===== src/rtl/axi_pkg.sv =====
// Shared AXI encodings, read-master FSM state type and command-entry sizing.
// Pure declarations: no latency and no backpressure of its own.
// Imported by the read master, its command FIFO and the bench.
package axi_pkg;

    localparam logic [1:0] BURST_FIXED = 2'b00;
    localparam logic [1:0] BURST_INCR  = 2'b01;
    localparam logic [1:0] BURST_WRAP  = 2'b10;

    localparam logic [1:0] RESP_OKAY   = 2'b00;
    localparam logic [1:0] RESP_EXOKAY = 2'b01;
    localparam logic [1:0] RESP_SLVERR = 2'b10;
    localparam logic [1:0] RESP_DECERR = 2'b11;

    typedef logic [1:0] rm_state_t;
    localparam rm_state_t ST_IDLE = 2'd0;
    localparam rm_state_t ST_ADDR = 2'd1;
    localparam rm_state_t ST_DATA = 2'd2;

    // id + addr + len(4) + size(2) + burst(2); TAG_BITS+40 with a 32-bit bus
    function automatic int cmd_entry_bits(input int tag_bits, input int bus_width);
        return tag_bits + bus_width + 8;
    endfunction

endpackage


===== src/rtl/axi_read_master_if.sv =====
// Command, AR, R and user-data signal bundle for the AXI read master.
// Wires only: no latency; valid/ready handshakes are carried unchanged.
// master = the read-master view, slave = the surrounding system / bench view.
interface axi_read_master_if #(
    parameter int TAG_BITS  = 2,
    parameter int BUS_WIDTH = 32
);
    logic                 cmd_valid;
    logic                 cmd_ready;
    logic [TAG_BITS-1:0]  cmd_id;
    logic [BUS_WIDTH-1:0] cmd_addr;
    logic [3:0]           cmd_len;
    logic [1:0]           cmd_size;
    logic [1:0]           cmd_burst;

    logic [TAG_BITS-1:0]  arid;
    logic [BUS_WIDTH-1:0] araddr;
    logic [3:0]           arlen;
    logic [1:0]           arsize;
    logic [1:0]           arburst;
    logic [1:0]           arlock;
    logic [3:0]           arcache;
    logic [2:0]           arprot;
    logic                 arvalid;
    logic                 arready;

    logic [TAG_BITS-1:0]  rid;
    logic [BUS_WIDTH-1:0] rdata;
    logic [1:0]           rresp;
    logic                 rlast;
    logic                 rvalid;
    logic                 rready;

    logic [BUS_WIDTH-1:0] dout;
    logic                 dout_valid;
    logic                 dout_last;
    logic [1:0]           dout_resp;
    logic                 dout_ready;

    modport master (
        input  cmd_valid, cmd_id, cmd_addr, cmd_len, cmd_size, cmd_burst,
        output cmd_ready,
        output arid, araddr, arlen, arsize, arburst, arlock, arcache, arprot, arvalid,
        input  arready,
        input  rid, rdata, rresp, rlast, rvalid,
        output rready,
        output dout, dout_valid, dout_last, dout_resp,
        input  dout_ready
    );

    modport slave (
        output cmd_valid, cmd_id, cmd_addr, cmd_len, cmd_size, cmd_burst,
        input  cmd_ready,
        input  arid, araddr, arlen, arsize, arburst, arlock, arcache, arprot, arvalid,
        output arready,
        output rid, rdata, rresp, rlast, rvalid,
        input  rready,
        input  dout, dout_valid, dout_last, dout_resp,
        output dout_ready
    );
endinterface


===== src/rtl/axi_read_master_cmd_fifo.sv =====
// rm_cmd_fifo: 2-entry command FIFO with full/empty flags.
// Latency: a pushed entry is visible at the head the cycle after the push.
// Backpressure: pushes while full and pops while empty are ignored.
module rm_cmd_fifo #(
    parameter int W = 42
) (
    input  logic         clk,
    input  logic         rst,
    input  logic         push,
    input  logic [W-1:0] push_dat,
    input  logic         pop,
    output logic [W-1:0] head_dat,
    output logic         full,
    output logic         empty
);
    logic [W-1:0] mem [2];
    logic         wr_ptr;
    logic         rd_ptr;
    logic [1:0]   count;
    logic         push_ok;
    logic         pop_ok;

    assign full     = (count == 2'd2);
    assign empty    = (count == 2'd0);
    assign push_ok  = push && !full;
    assign pop_ok   = pop && !empty;
    assign head_dat = mem[rd_ptr];

    always_ff @(posedge clk) begin
        if (push_ok) begin
            mem[wr_ptr] <= push_dat;
        end
    end

    always_ff @(posedge clk) begin
        if (rst) begin
            wr_ptr <= 1'b0;
            rd_ptr <= 1'b0;
            count  <= 2'd0;
        end else begin
            if (push_ok) wr_ptr <= ~wr_ptr;
            if (pop_ok)  rd_ptr <= ~rd_ptr;
            unique case ({push_ok, pop_ok})
                2'b10:   count <= count + 2'd1;
                2'b01:   count <= count - 2'd1;
                default: ;
            endcase
        end
    end
endmodule


===== src/rtl/axi_read_master.sv =====
// AXI read master: queues commands, issues one AR at a time, streams R beats out. Option: READ_MASTER_TIMEOUT_EN.
// Latency: AR valid two cycles after a command push into an idle master; R->dout is combinational.
// Backpressure: cmd_ready drops when both FIFO slots are used; rready follows dout_ready in DATA.
module axi_read_master
    import axi_pkg::*;
#(
    parameter int TAG_BITS  = 2,
    parameter int BUS_WIDTH = 32
) (
    input  logic                clk,
    input  logic                rst,
    axi_read_master_if.master   bus,
    output logic                done,
    output logic                err
);
    localparam int ENTRY_W = cmd_entry_bits(TAG_BITS, BUS_WIDTH);

    rm_state_t            state;
    logic [3:0]           beat_cnt;
    logic [TAG_BITS-1:0]  arid_q;
    logic [BUS_WIDTH-1:0] araddr_q;
    logic [3:0]           arlen_q;
    logic [1:0]           arsize_q;
    logic [1:0]           arburst_q;

    logic [ENTRY_W-1:0]   push_dat;
    logic [ENTRY_W-1:0]   head_dat;
    logic                 fifo_full;
    logic                 fifo_empty;
    logic                 pop;
    logic                 ar_hs;
    logic                 beat_acc;
    logic                 beat_final;
    logic                 proto_err;
    logic                 wd_fire;

    assign push_dat = {bus.cmd_id, bus.cmd_addr, bus.cmd_len, bus.cmd_size, bus.cmd_burst};
    assign pop      = (state == ST_IDLE) && !fifo_empty;

    rm_cmd_fifo #(.W(ENTRY_W)) u_cmd_fifo (
        .clk      (clk),
        .rst      (rst),
        .push     (bus.cmd_valid && bus.cmd_ready),
        .push_dat (push_dat),
        .pop      (pop),
        .head_dat (head_dat),
        .full     (fifo_full),
        .empty    (fifo_empty)
    );

    assign bus.cmd_ready  = !fifo_full;
    assign bus.arvalid    = (state == ST_ADDR);
    assign bus.arid       = arid_q;
    assign bus.araddr     = araddr_q;
    assign bus.arlen      = arlen_q;
    assign bus.arsize     = arsize_q;
    assign bus.arburst    = arburst_q;
    assign bus.arlock     = 2'b00;
    assign bus.arcache    = 4'b0000;
    assign bus.arprot     = 3'b000;
    assign bus.rready     = (state == ST_DATA) && bus.dout_ready;
    assign bus.dout       = bus.rdata;
    assign bus.dout_valid = (state == ST_DATA) && bus.rvalid;
    assign bus.dout_resp  = bus.rresp;
    assign bus.dout_last  = bus.rlast;

    assign ar_hs      = (state == ST_ADDR) && bus.arready;
    assign beat_acc   = (state == ST_DATA) && bus.rvalid && bus.dout_ready;
    assign beat_final = beat_acc && (beat_cnt == arlen_q);
    // Burst length is decided by the beat count; rlast is only cross-checked.
    assign proto_err  = (beat_acc && ((bus.rlast != (beat_cnt == arlen_q)) || (bus.rid != arid_q)))
                     || (bus.rvalid && (state != ST_DATA));

`ifdef READ_MASTER_TIMEOUT_EN
    logic [7:0] wd_cnt;
    assign wd_fire = (wd_cnt == 8'hFF);

    always_ff @(posedge clk) begin
        if (rst || (state == ST_IDLE) || ar_hs || beat_acc || wd_fire) begin
            wd_cnt <= 8'd0;
        end else begin
            wd_cnt <= wd_cnt + 8'd1;
        end
    end
`else
    assign wd_fire = 1'b0;
`endif

    always_ff @(posedge clk) begin
        if (rst) begin
            state     <= ST_IDLE;
            beat_cnt  <= 4'd0;
            err       <= 1'b0;
            done      <= 1'b0;
            arid_q    <= '0;
            araddr_q  <= '0;
            arlen_q   <= 4'd0;
            arsize_q  <= 2'd0;
            arburst_q <= 2'd0;
        end else begin
            done <= beat_final;
            if (proto_err || wd_fire) err <= 1'b1;
            if (wd_fire) begin
                state <= ST_IDLE;
            end else begin
                case (state)
                    ST_IDLE: if (!fifo_empty) begin
                        state <= ST_ADDR;
                        {arid_q, araddr_q, arlen_q, arsize_q, arburst_q} <= head_dat;
                    end
                    ST_ADDR: if (ar_hs) begin
                        state    <= ST_DATA;
                        beat_cnt <= 4'd0;
                    end
                    ST_DATA: if (beat_acc) begin
                        beat_cnt <= beat_cnt + 4'd1;
                        if (beat_cnt == arlen_q) state <= ST_IDLE;
                    end
                    default: state <= ST_IDLE;
                endcase
            end
        end
    end
endmodule

===== src/flat_wrapper.sv =====
// flat-port wrapper written by rule: the top's interface ports become plain ports
module axi_read_master_flat import axi_pkg::*;
#(
    parameter int TAG_BITS  = 2,
    parameter int BUS_WIDTH = 32
)
  (clk, rst, done, err, bus_cmd_valid, bus_cmd_id, bus_cmd_addr, bus_cmd_len, bus_cmd_size, bus_cmd_burst, bus_cmd_ready, bus_arid, bus_araddr, bus_arlen, bus_arsize, bus_arburst, bus_arlock, bus_arcache, bus_arprot, bus_arvalid, bus_arready, bus_rid, bus_rdata, bus_rresp, bus_rlast, bus_rvalid, bus_rready, bus_dout, bus_dout_valid, bus_dout_last, bus_dout_resp, bus_dout_ready);
  axi_read_master_if #(.TAG_BITS(TAG_BITS), .BUS_WIDTH(BUS_WIDTH)) bus_i ();
  input  logic clk;
  input  logic rst;
  output logic done;
  output logic err;
  input wire logic [$bits(bus_i.cmd_valid)-1:0] bus_cmd_valid;
  input wire logic [$bits(bus_i.cmd_id)-1:0] bus_cmd_id;
  input wire logic [$bits(bus_i.cmd_addr)-1:0] bus_cmd_addr;
  input wire logic [$bits(bus_i.cmd_len)-1:0] bus_cmd_len;
  input wire logic [$bits(bus_i.cmd_size)-1:0] bus_cmd_size;
  input wire logic [$bits(bus_i.cmd_burst)-1:0] bus_cmd_burst;
  output wire logic [$bits(bus_i.cmd_ready)-1:0] bus_cmd_ready;
  output wire logic [$bits(bus_i.arid)-1:0] bus_arid;
  output wire logic [$bits(bus_i.araddr)-1:0] bus_araddr;
  output wire logic [$bits(bus_i.arlen)-1:0] bus_arlen;
  output wire logic [$bits(bus_i.arsize)-1:0] bus_arsize;
  output wire logic [$bits(bus_i.arburst)-1:0] bus_arburst;
  output wire logic [$bits(bus_i.arlock)-1:0] bus_arlock;
  output wire logic [$bits(bus_i.arcache)-1:0] bus_arcache;
  output wire logic [$bits(bus_i.arprot)-1:0] bus_arprot;
  output wire logic [$bits(bus_i.arvalid)-1:0] bus_arvalid;
  input wire logic [$bits(bus_i.arready)-1:0] bus_arready;
  input wire logic [$bits(bus_i.rid)-1:0] bus_rid;
  input wire logic [$bits(bus_i.rdata)-1:0] bus_rdata;
  input wire logic [$bits(bus_i.rresp)-1:0] bus_rresp;
  input wire logic [$bits(bus_i.rlast)-1:0] bus_rlast;
  input wire logic [$bits(bus_i.rvalid)-1:0] bus_rvalid;
  output wire logic [$bits(bus_i.rready)-1:0] bus_rready;
  output wire logic [$bits(bus_i.dout)-1:0] bus_dout;
  output wire logic [$bits(bus_i.dout_valid)-1:0] bus_dout_valid;
  output wire logic [$bits(bus_i.dout_last)-1:0] bus_dout_last;
  output wire logic [$bits(bus_i.dout_resp)-1:0] bus_dout_resp;
  input wire logic [$bits(bus_i.dout_ready)-1:0] bus_dout_ready;
  assign bus_i.cmd_valid = bus_cmd_valid;
  assign bus_i.cmd_id = bus_cmd_id;
  assign bus_i.cmd_addr = bus_cmd_addr;
  assign bus_i.cmd_len = bus_cmd_len;
  assign bus_i.cmd_size = bus_cmd_size;
  assign bus_i.cmd_burst = bus_cmd_burst;
  assign bus_cmd_ready = bus_i.cmd_ready;
  assign bus_arid = bus_i.arid;
  assign bus_araddr = bus_i.araddr;
  assign bus_arlen = bus_i.arlen;
  assign bus_arsize = bus_i.arsize;
  assign bus_arburst = bus_i.arburst;
  assign bus_arlock = bus_i.arlock;
  assign bus_arcache = bus_i.arcache;
  assign bus_arprot = bus_i.arprot;
  assign bus_arvalid = bus_i.arvalid;
  assign bus_i.arready = bus_arready;
  assign bus_i.rid = bus_rid;
  assign bus_i.rdata = bus_rdata;
  assign bus_i.rresp = bus_rresp;
  assign bus_i.rlast = bus_rlast;
  assign bus_i.rvalid = bus_rvalid;
  assign bus_rready = bus_i.rready;
  assign bus_dout = bus_i.dout;
  assign bus_dout_valid = bus_i.dout_valid;
  assign bus_dout_last = bus_i.dout_last;
  assign bus_dout_resp = bus_i.dout_resp;
  assign bus_i.dout_ready = bus_dout_ready;
  axi_read_master #(.TAG_BITS(TAG_BITS), .BUS_WIDTH(BUS_WIDTH)) u_core (.clk(clk), .rst(rst), .bus(bus_i), .done(done), .err(err));
endmodule

===== config.mk =====
export PLATFORM = sky130hd
export DESIGN_NAME = axi_read_master_flat
export DESIGN_NICKNAME = d
export VERILOG_FILES = /design/src/rtl/axi_pkg.sv /design/src/rtl/axi_read_master_if.sv /design/src/rtl/axi_read_master_cmd_fifo.sv /design/src/rtl/axi_read_master.sv /design/src/flat_wrapper.sv
export SDC_FILE = /design/constraint.sdc
export NUM_CORES = 1
export LEC_CHECK = 0
export BUFFER_PORTS_ARGS = -buffer_cell sky130_fd_sc_hd__buf_2
export CORE_MARGIN = 2
export CORE_UTILIZATION = 51
export CTS_CLUSTER_DIAMETER = 40
export DETAILED_ROUTE_END_ITERATION = 10
export PLACE_DENSITY = 0.89
export SYNTH_ARGS = -nofsm -noshare
export SYNTH_HDL_FRONTEND = slang
export SYNTH_SLANG_ARGS = --single-unit

===== constraint.sdc =====
create_clock -name clk -period 3.3 [get_ports clk]
set_input_delay 0.165 -clock clk [delete_from_list [all_inputs] [get_ports clk]]
set_output_delay 0.165 -clock clk [all_outputs]
set_load 0.02 [all_outputs]

==> results of run 1 <==
cell families (layout without fill, tap and decap cells):
family                     count (synthesis)  count (layout)  synth area share (%)
AOI/OAI and AO/OA                         54              54                 10.78
xor gates and xnor gates                  11              11                 1.687
adders and majority gates                  7               7                 1.533
buffers and inverters                     68             182                 8.653
DFF                                      138             138                 63.09
muxes                                     44              44                 7.711
other                                      1               9               0.06565
and+or+nand+nor                           78              78                 6.484
per-layer routing:
| metal | vias to the layer above | wire length [um] |
|---|---|---|
| met5 | - | 0 |
| met4 | 0 | 269 |
| met3 | 28 | 773 |
| met2 | 126 | 5938 |
| met1 | 1637 | 4582 |
| li1 | 1614 | - |
cell type report:
type / instances / area, um^2 / share of cell area, %
multi-input cells: 203 / 1658 / 23.52
clock buffers: 19 / 441.7 / 6.266
flip-flops and latches: 138 / 3605 / 51.14
inverters: 2 / 7.507 / 0.1065
repair buffers: 148 / 988.4 / 14.02
clock inverters: 13 / 173.9 / 2.467
well taps: 140 / 175.2 / 2.485
sequential cells by signal, summed over array words and instances (netlist names):
name and count:
u_core.bus.arburst 2, u_core.bus.araddr 32, u_core.bus.arid 2, u_core.u_cmd_fifo.count 2, u_core.done 1, u_core.bus.arsize 2
u_core.beat_cnt 4, u_core.err 1, u_core.u_cmd_fifo.wr_ptr 1, u_core.u_cmd_fifo.rd_ptr 1, u_core.state 2, u_core.u_cmd_fifo.mem 84
u_core.bus.arlen 4
cells in the mapped netlist, drive strengths merged (3+ instances only):
cell and n:
edfxtp 84, buf 61, dfxtp 54, nor2 49, mux2i 44, a211oi 42, ha 7, nand2b 7
xnor2 7, a21oi 6, clkbuf 5, nand2 4, nand3 4, xor2 4, and2 3, nor2b 3
o21ai 3
power breakdown:
| group | switching, W | leakage, nW | internal [W] |
|---|---|---|---|
| clock network | 0.000676 | 0.306 | 0.00126 |
| logic | 0.00127 | 1.15 | 0.000770 |
| registers | 0.000228 | 1.23 | 0.00224 |
| total | 0.00217 | 2.69 | 0.00427 |
tightest hold or removal path, cell delays in order:
cell      delay (ns)
buf_2           0.11
and2_1          0.16
nand3b_1        0.08
nor2_1          0.04
path summary, 6_finish.rpt:
check / start / end / depth (start not counted)
worst min register to register: u_core.beat_cnt[3] / u_core.beat_cnt[3] / 2
worst max-delay path: u_core.state[0] / u_core.err / 6
worst max register to register: u_core.state[0] / u_core.err / 6
worst min-delay path: bus_rvalid / u_core.done / 4
per-stage QoR:
| step | instance area, um^2 | utilization (%) | hold slack [ns] |
|---|---|---|---|
| floorplan | 5742 | - | 0.2639 |
| global placement | 5983 | 54.95 | 0.3302 |
| detailed placement | 5983 | 54.95 | 0.3302 |
| CTS | 7049 | 64.74 | 0.05338 |
| global route | 7049 | 64.74 | 0.07666 |
| finish | 7049 | 64.74 | 0.08882 |
==> summary.md, run 1 <==
| Metric | Value |
|---|---|
| Status | complete, no violations |
| Unrepaired setup endpoints after global routing | no |
| Commonest non-fill, non-tap cell in the layout | buf_2 |
| Crit path largest cell delay | 0.58 ns |
| Setup-failing EPs final | 0 |
| Fmax | 506.2 MHz |
| Critical path cell sequence | inv_1, ha_1, nor2b_1, nor3_1, a311oi_1, dlygate4sd3_1 |
| Maximum VDD drop | 0.5309 mV |
| Mapped Area | 5712 um^2 |
| Crit path DAT | 2.43 ns |
| Clock root cell | clkbuf_8 |
| Grt ovf | 0 |
| Worst-Skew Late Latency | 0.51 ns |
| CP Capture Type | register |
| Clk buf depth | 2 |
| First-pass GRT wire length | 17770 um |
| CP max stage cell | dlygate4sd3_1 |
| TritonCTS clock tree | built |
| Initial antenna violation count | 0 |
| Seq/Total Area, Yosys | 63.09% |
| Final ANT Viol Nets | 0 |
| Post-route DRC violation count | 0 |
| Core area | 10890 um^2 |
| DR iter-0 viols | 164 |
| Synth unique cells | 33 |
| Most frequent cells in the layout | buf_2 (99), edfxtp_1 (84), dfxtp_1 (53), nor2_1 (47), dlygate4sd3_1 (45) |
| Area delta synth->final | 23.42% |
| Worst Skew | 0.009730 ns |
| Worst reg-to-reg setup slack | 1.32 ns |
| GRT busiest layer | met2 |
| Routed len/inst | 17.44 um |
| Die height | 109.8 um |
| Post-Syn Instances | 401 |
| Worst-margin pin slew | 1.052 ns |
| Worst min-delay path class | in -> reg |
| Final Hold Fails | 0 |
| Pwr dens | 914.0 nW/um^2 |
| Top-Level Pins | 177 |
| CTS Hold Bufs | 45 |
| Slew margin rel. | 29.90% |
| # H-tree levels | 4 |
| Tot Pwr | 0.006443 W |
| Critical Path Source Type | register |
| FFs w/ async S/R, synth | 0% |
| GR met2 Demand/Resource | 33.35% |
| Buffer count from post-CTS setup fixing | 0 |
| Dpl cells | 586 |
| Nets | 602 |
| CTS sink count | 138 |
| Post_cts resized | 0 |
| #FFs+latches synth | 138 |
| Routing usage on met1 | 22.79% |
| Worst-path fanout max | 12 |
| Avg Inst Size Synth | 14.24 um^2 |
| Setup TNS Final | 0 ns |
| Drt pass-1 iters | 5 |
| Ant. Diodes | 0 |
| DP Wirelength | 7004 um |
| Period utilisation layout | 59.87% |
| Final cell count without fillers | 663 |
| Via count | 3405 |
| Area leader, netlist | edfxtp_1 |
| Max-cap violations | 0 |
| Largest net degree at the start of global routing | 86 |
| Total GRT Usage | 19.90% |
| Largest delay share family, worst path | buffers and inverters |
| EDFF count, synth | 84 |
| Gpl congestion | 0.7270 |
| Final setup margin | 1.324 ns |
| Reg clk slew, reported paths | 0.06 ns |
| Worst setup path class | reg -> reg |
| Static Leak | 2.688 nW |
| FP Rows | 38 |
| Synth top area cells | edfxtp_1 (44%), dfxtp_1 (19%), a211oi_2 (9.2%), mux2i_1 (7.7%), buf_4 (6.3%) |
| WP data required | 3.76 ns |
| Yosys warning count | 0 |
| Die extent in x | 109.8 um |
| Most used DFF post-synth | edfxtp_1 |
| Die area | 12060 um^2 |
| Vias in the first global route | 3591 |
| Routed wire length | 11560 um |
| Place WS | 1.345 ns |
| GRT met3 Usage | 5.631% |
| Final Slew Violations | 0 |
| Top-area cell type share of the netlist area | 44.16% |
| CTS Buf Count | 17 |
| Ratio of cells with drive above 1 in the final layout | 34.99% |
| Avg Vias per Cell | 5.136 |
| Fillers | 769 |
| Tmin final | 1.976 ns |
| Initial Utilization | 52.46% |
| Port bufs | 99 |
| Buf+Inv Stages, Crit Path | 2 |
(Power assumes the default switching activity.)
==> inputs of run 2 (changes only) <==
--- a/config.mk
+++ b/config.mk
@@ -5,12 +5,13 @@
 export SDC_FILE = /design/constraint.sdc
 export NUM_CORES = 1
 export LEC_CHECK = 0
+export ABC_AREA = 1
 export BUFFER_PORTS_ARGS = -buffer_cell sky130_fd_sc_hd__buf_2
 export CORE_MARGIN = 2
-export CORE_UTILIZATION = 51
+export CORE_UTILIZATION = 50
 export CTS_CLUSTER_DIAMETER = 40
 export DETAILED_ROUTE_END_ITERATION = 10
-export PLACE_DENSITY = 0.89
+export PLACE_DENSITY = 0.88
 export SYNTH_ARGS = -nofsm -noshare
 export SYNTH_HDL_FRONTEND = slang
 export SYNTH_SLANG_ARGS = --single-unit
==> constraint.sdc (replaced) <==
create_clock -name clk -period 1.97 [get_ports clk]
set_input_delay 0.0985 -clock clk [delete_from_list [all_inputs] [get_ports clk]]
set_output_delay 0.0985 -clock clk [all_outputs]
set_load 0.02 [all_outputs]
==> run 2 against run 1 <==
Final area decreased by 3.4%. Routed wire length increased by 10%. Synthesized area decreased by 5.9%. Critical path depth increased by 1. Clock-buffer cell count increased by 9. Hold slack got worse by 0.046 ns. Non-clock buffer count increased by 9. Fmax increased by 11%. Critical path type unchanged. First-iteration DRC count increased by 100%.
==> summary.md, run 2 <==
| Metric | Value |
|---|---|
| Gpl congestion | 0.8276 (was 0.7270) |
| Status | complete, no violations (unchanged) |
| Port bufs | 99 (unchanged) |
| Tmin final | 1.784 ns (was 1.976 ns) |
| Grt ovf | 0 (unchanged) |
| Crit path from | u_core.state[0] (unchanged) |
| Clk buf depth | 2 (unchanged) |
| Final ANT Viol Nets | 0 (unchanged) |
| Post-Syn Instances | 483 (was 401) |
| Yosys warning count | 0 (unchanged) |
| CTS Buf Count | 17 (unchanged) |
| Place WS | 0.2440 ns (was 1.345 ns) |
| CTS sink count | 138 (unchanged) |
| Avg Inst Size Synth | 11.13 um^2 (was 14.24 um^2) |
| Nets | 692 (was 602) |
| Max-cap violations | 0 (unchanged) |
| Initial Utilization | 51.83% (was 52.46%) |
| Area delta synth->final | 26.63% (was 23.42%) |
| Synth top area cells | edfxtp_1 (47%), dfxtp_1 (20%), nand2_1 (8.2%), buf_4 (6.4%), a31oi_1 (4.9%) (was edfxtp_1 (44%), dfxtp_1 (19%), a211oi_2 (9.2%), mux2i_1 (7.7%), buf_4 (6.3%)) |
| WL met2 | 6784 um (was 5938 um) |
| Worst reg-to-reg setup slack | 0.19 ns (was 1.32 ns) |
| Setup-failing EPs final | 0 (unchanged) |
| Unrepaired setup endpoints after global routing | no (unchanged) |
| Maximum VDD drop | 1.138 mV (was 0.5309 mV) |
| FFs w/ async S/R, synth | 0% (unchanged) |
| Most frequent cells in the layout | nand2_1 (118), buf_2 (99), edfxtp_1 (84), dfxtp_1 (54), dlygate4sd3_1 (48) (was buf_2 (99), edfxtp_1 (84), dfxtp_1 (53), nor2_1 (47), dlygate4sd3_1 (45)) |
| Core area | 10370 um^2 (was 10890 um^2) |
| Die area | 11600 um^2 (was 12060 um^2) |
| CP max stage cell | dfxtp_1 (was dlygate4sd3_1) |
| Ratio of cells with drive above 1 in the final layout | 23.65% (was 34.99%) |
| Tot Pwr | 0.01092 W (was 0.006443 W) |
| Fmax | 560.5 MHz (was 506.2 MHz) |
| Capture point of the worst reg-to-reg path | u_core.bus.arlen[1] (was u_core.err) |
| Largest family of logic cells by synthesized area | simple AND/OR/NAND/NOR gates (was compound AO/OA/AOI/OAI gates) |
| TritonCTS clock tree | built (unchanged) |
| Avg Vias per Cell | 5.250 (was 5.136) |
| Synth cell count leaders | nand2_1 (118), edfxtp_1 (84), dfxtp_1 (54) (was edfxtp_1 (84), dfxtp_1 (54), buf_4 (48), nor2_1 (48), mux2i_1 (44)) |
| Initial antenna violation count | 0 (unchanged) |
| Drt pass-1 iters | 6 (was 5) |
| Top-area cell type share of the netlist area | 46.93% (was 44.16%) |
| Final cell count without fillers | 749 (was 663) |
| DR iter-0 viols | 331 (was 164) |
| Most used DFF post-synth | edfxtp_1 (unchanged) |
| EDFF count, synth | 84 (unchanged) |
| Area leader, netlist | edfxtp_1 (unchanged) |
| Dpl cells | 669 (was 586) |
| M1 WL | 4464 um (was 4582 um) |
| Period utilisation layout | 90.56% (was 59.87%) |
| Post-Synth XOR/XNOR Area | 0.3259% (was 1.687%) |
| CP Capture Type | register (unchanged) |
| Clock root cell | clkbuf_8 (unchanged) |
| Area occupied by multi-input gates | 1301 um^2 (was 1658 um^2) |
| Die extent in x | 107.7 um (was 109.8 um) |
| Simple logic cell fraction of the synthesized area | 10.96% (was 6.484%) |
| Total GRT Usage | 22.84% (was 19.90%) |
| Mux contribution to synthesized area | 0% (was 7.711%) |
| DP Wirelength | 7916 um (was 7004 um) |
| Post_cts resized | 0 (unchanged) |
| FF-to-FF Start | u_core.state[0] (unchanged) |
| Largest Register | u_core.u_cmd_fifo.mem (unchanged) |
| WP data required | 2.35 ns (was 3.76 ns) |
| Worst setup path class | reg -> reg (unchanged) |
| Post-route DRC violation count | 0 (unchanged) |
| Via count | 3932 (was 3405) |
| Top-Level Pins | 177 (unchanged) |
| Reg area | 3603 um^2 (was 3605 um^2) |
| Pwr dens | 1604 nW/um^2 (was 914.0 nW/um^2) |
| Top sig layer | met4 (unchanged) |
| Final setup margin | 0.1860 ns (was 1.324 ns) |
| Die height | 107.7 um (was 109.8 um) |
| Worst Skew | 0.006786 ns (was 0.009730 ns) |
| # H-tree levels | 4 (unchanged) |
| Ant. Diodes | 0 (unchanged) |
| Worst-Skew Late Latency | 0.53 ns (was 0.51 ns) |
| Routed len/inst | 17.03 um (was 17.44 um) |
| Critical path cell sequence | inv_1, ha_1, o21ai_1, inv_2, buf_4, o21ai_0, a31oi_1 (was inv_1, ha_1, nor2b_1, nor3_1, a311oi_1, dlygate4sd3_1) |
| Largest register FFs | 84 (unchanged) |
| #FFs+latches synth | 138 (unchanged) |
| Adder-cell share of the synthesized area | 1.629% (was 1.533%) |
| Met3 wire length | 1014 um (was 773 um) |
| Vias in the first global route | 3978 (was 3591) |
| Reg2Reg Depth | 7 (was 6) |
| Worst-path fanout max | 52 (was 12) |
| Crit path largest cell delay | 0.38 ns (was 0.58 ns) |
| First-pass GRT wire length | 19550 um (was 17770 um) |
| Worst min-delay path class | in -> reg (unchanged) |
| Reg clk slew, reported paths | 0.06 ns (about the same) |
| Crit path DAT | 2.16 ns (was 2.43 ns) |
| FP Rows | 37 (was 38) |
| Final Hold Fails | 0 (unchanged) |
| Mapped Area | 5375 um^2 (was 5712 um^2) |
| Commonest non-fill, non-tap cell in the layout | nand2_1 (was buf_2) |
| Largest net degree at the start of global routing | 53 (was 86) |
| Fin Hold WS | 0.04297 ns (was 0.08882 ns) |
| Fillers | 758 (was 769) |
| Final Slew Violations | 0 (unchanged) |
| Most frequent cell after synthesis | nand2_1 (was edfxtp_1) |
| Critical Path Source Type | register (unchanged) |
| Synth Area in Compound Gates | 10.38% (was 10.78%) |
| Routed wire length | 12760 um (was 11560 um) |
| Synth unique cells | 28 (was 33) |
| Critical Path End | u_core.bus.arlen[1] (was u_core.err) |
| Seq/Total Area, Yosys | 67.04% (was 63.09%) |
| Static Leak | 2.829 nW (was 2.688 nW) |
run 2: cell types whose count changed in the layout (fill, tap and decap cells not counted), moves of 18 or more:
cell | previous run | this run
a211oi_2 | 42 | 0
a31oi_1 | 0 | 42
inv_1 | 2 | 20
mux2i_1 | 44 | 0
nand2_1 | 4 | 118
nor2_1 | 47 | 12
o21ai_0 | 3 | 45
run 2: timing repair:
action / 4_1_cts / 5_1_grt
setup buffers: 0 / 0
endpoints found under the hold margin: 88 / 0
hold buffers: 48 / 0
run 2: cell families after synthesis:
group | count (synthesis)
buffers and inverters | 89
other | 1
and+or+nand+nor | 147
AOI/OAI and AO/OA | 99
DFF | 138
xor gates and xnor gates | 2
adders and majority gates | 7
run 2: power breakdown:
part	switching, W	internal [W]	total [W]
Sequential	0.000426	0.00391	0.00434
Combinational	0.00245	0.00114	0.00359
Clock	0.00112	0.00187	0.00299
run 2: worst min-delay path by stage:
stage	startpoint	endpoint	slack, ns	cells after the start
final	bus_arready	u_core.beat_cnt[0]	0.04	4
after global routing	bus_arready	u_core.beat_cnt[0]	0.03	4
after CTS	bus_arready	u_core.beat_cnt[0]	0.01	4
after detailed placement	bus_rdata[10]	bus_dout[10]	0.20	0
after global placement	bus_rdata[10]	bus_dout[10]	0.20	0
after floorplan	rst	u_core.u_cmd_fifo.count[1]	0.18	1
run 2: per-stage QoR:
step	utilization (%)	area (um^2)	setup TNS (ns)
floorplan	-	5410	-28.60
detailed placement	55.48	5753	0
CTS	65.64	6807	0
finish	65.64	6807	0
global route	65.64	6807	0
global placement	55.48	5753	0
run 2: layer usage:
metal | up-vias | GRT usage (%)
met2 | 192 | 41.06
met3 | 51 | 8.414
met5 | - | 0
li1 | 1852 | -
met1 | 1837 | 22.48
met4 | 0 | 12.73
run 2: area by class of cell:
class	count	area share, %
Clock buffer	28	8.051
Clock inverter	4	0.3676
Inverter	22	1.213
Multi-Input combinational cell	264	19.12
Sequential cell	138	52.94
Tap cell	136	2.500
Timing Repair Buffer	157	15.81
run 2: worst max-delay path: cells and delay by family (launching register included):
kind	cells	cell delay, ns
DFF	1	0.38
adders and majority gates	1	0.22
buffers and inverters	3	0.48
AOI/OAI and AO/OA	3	0.55
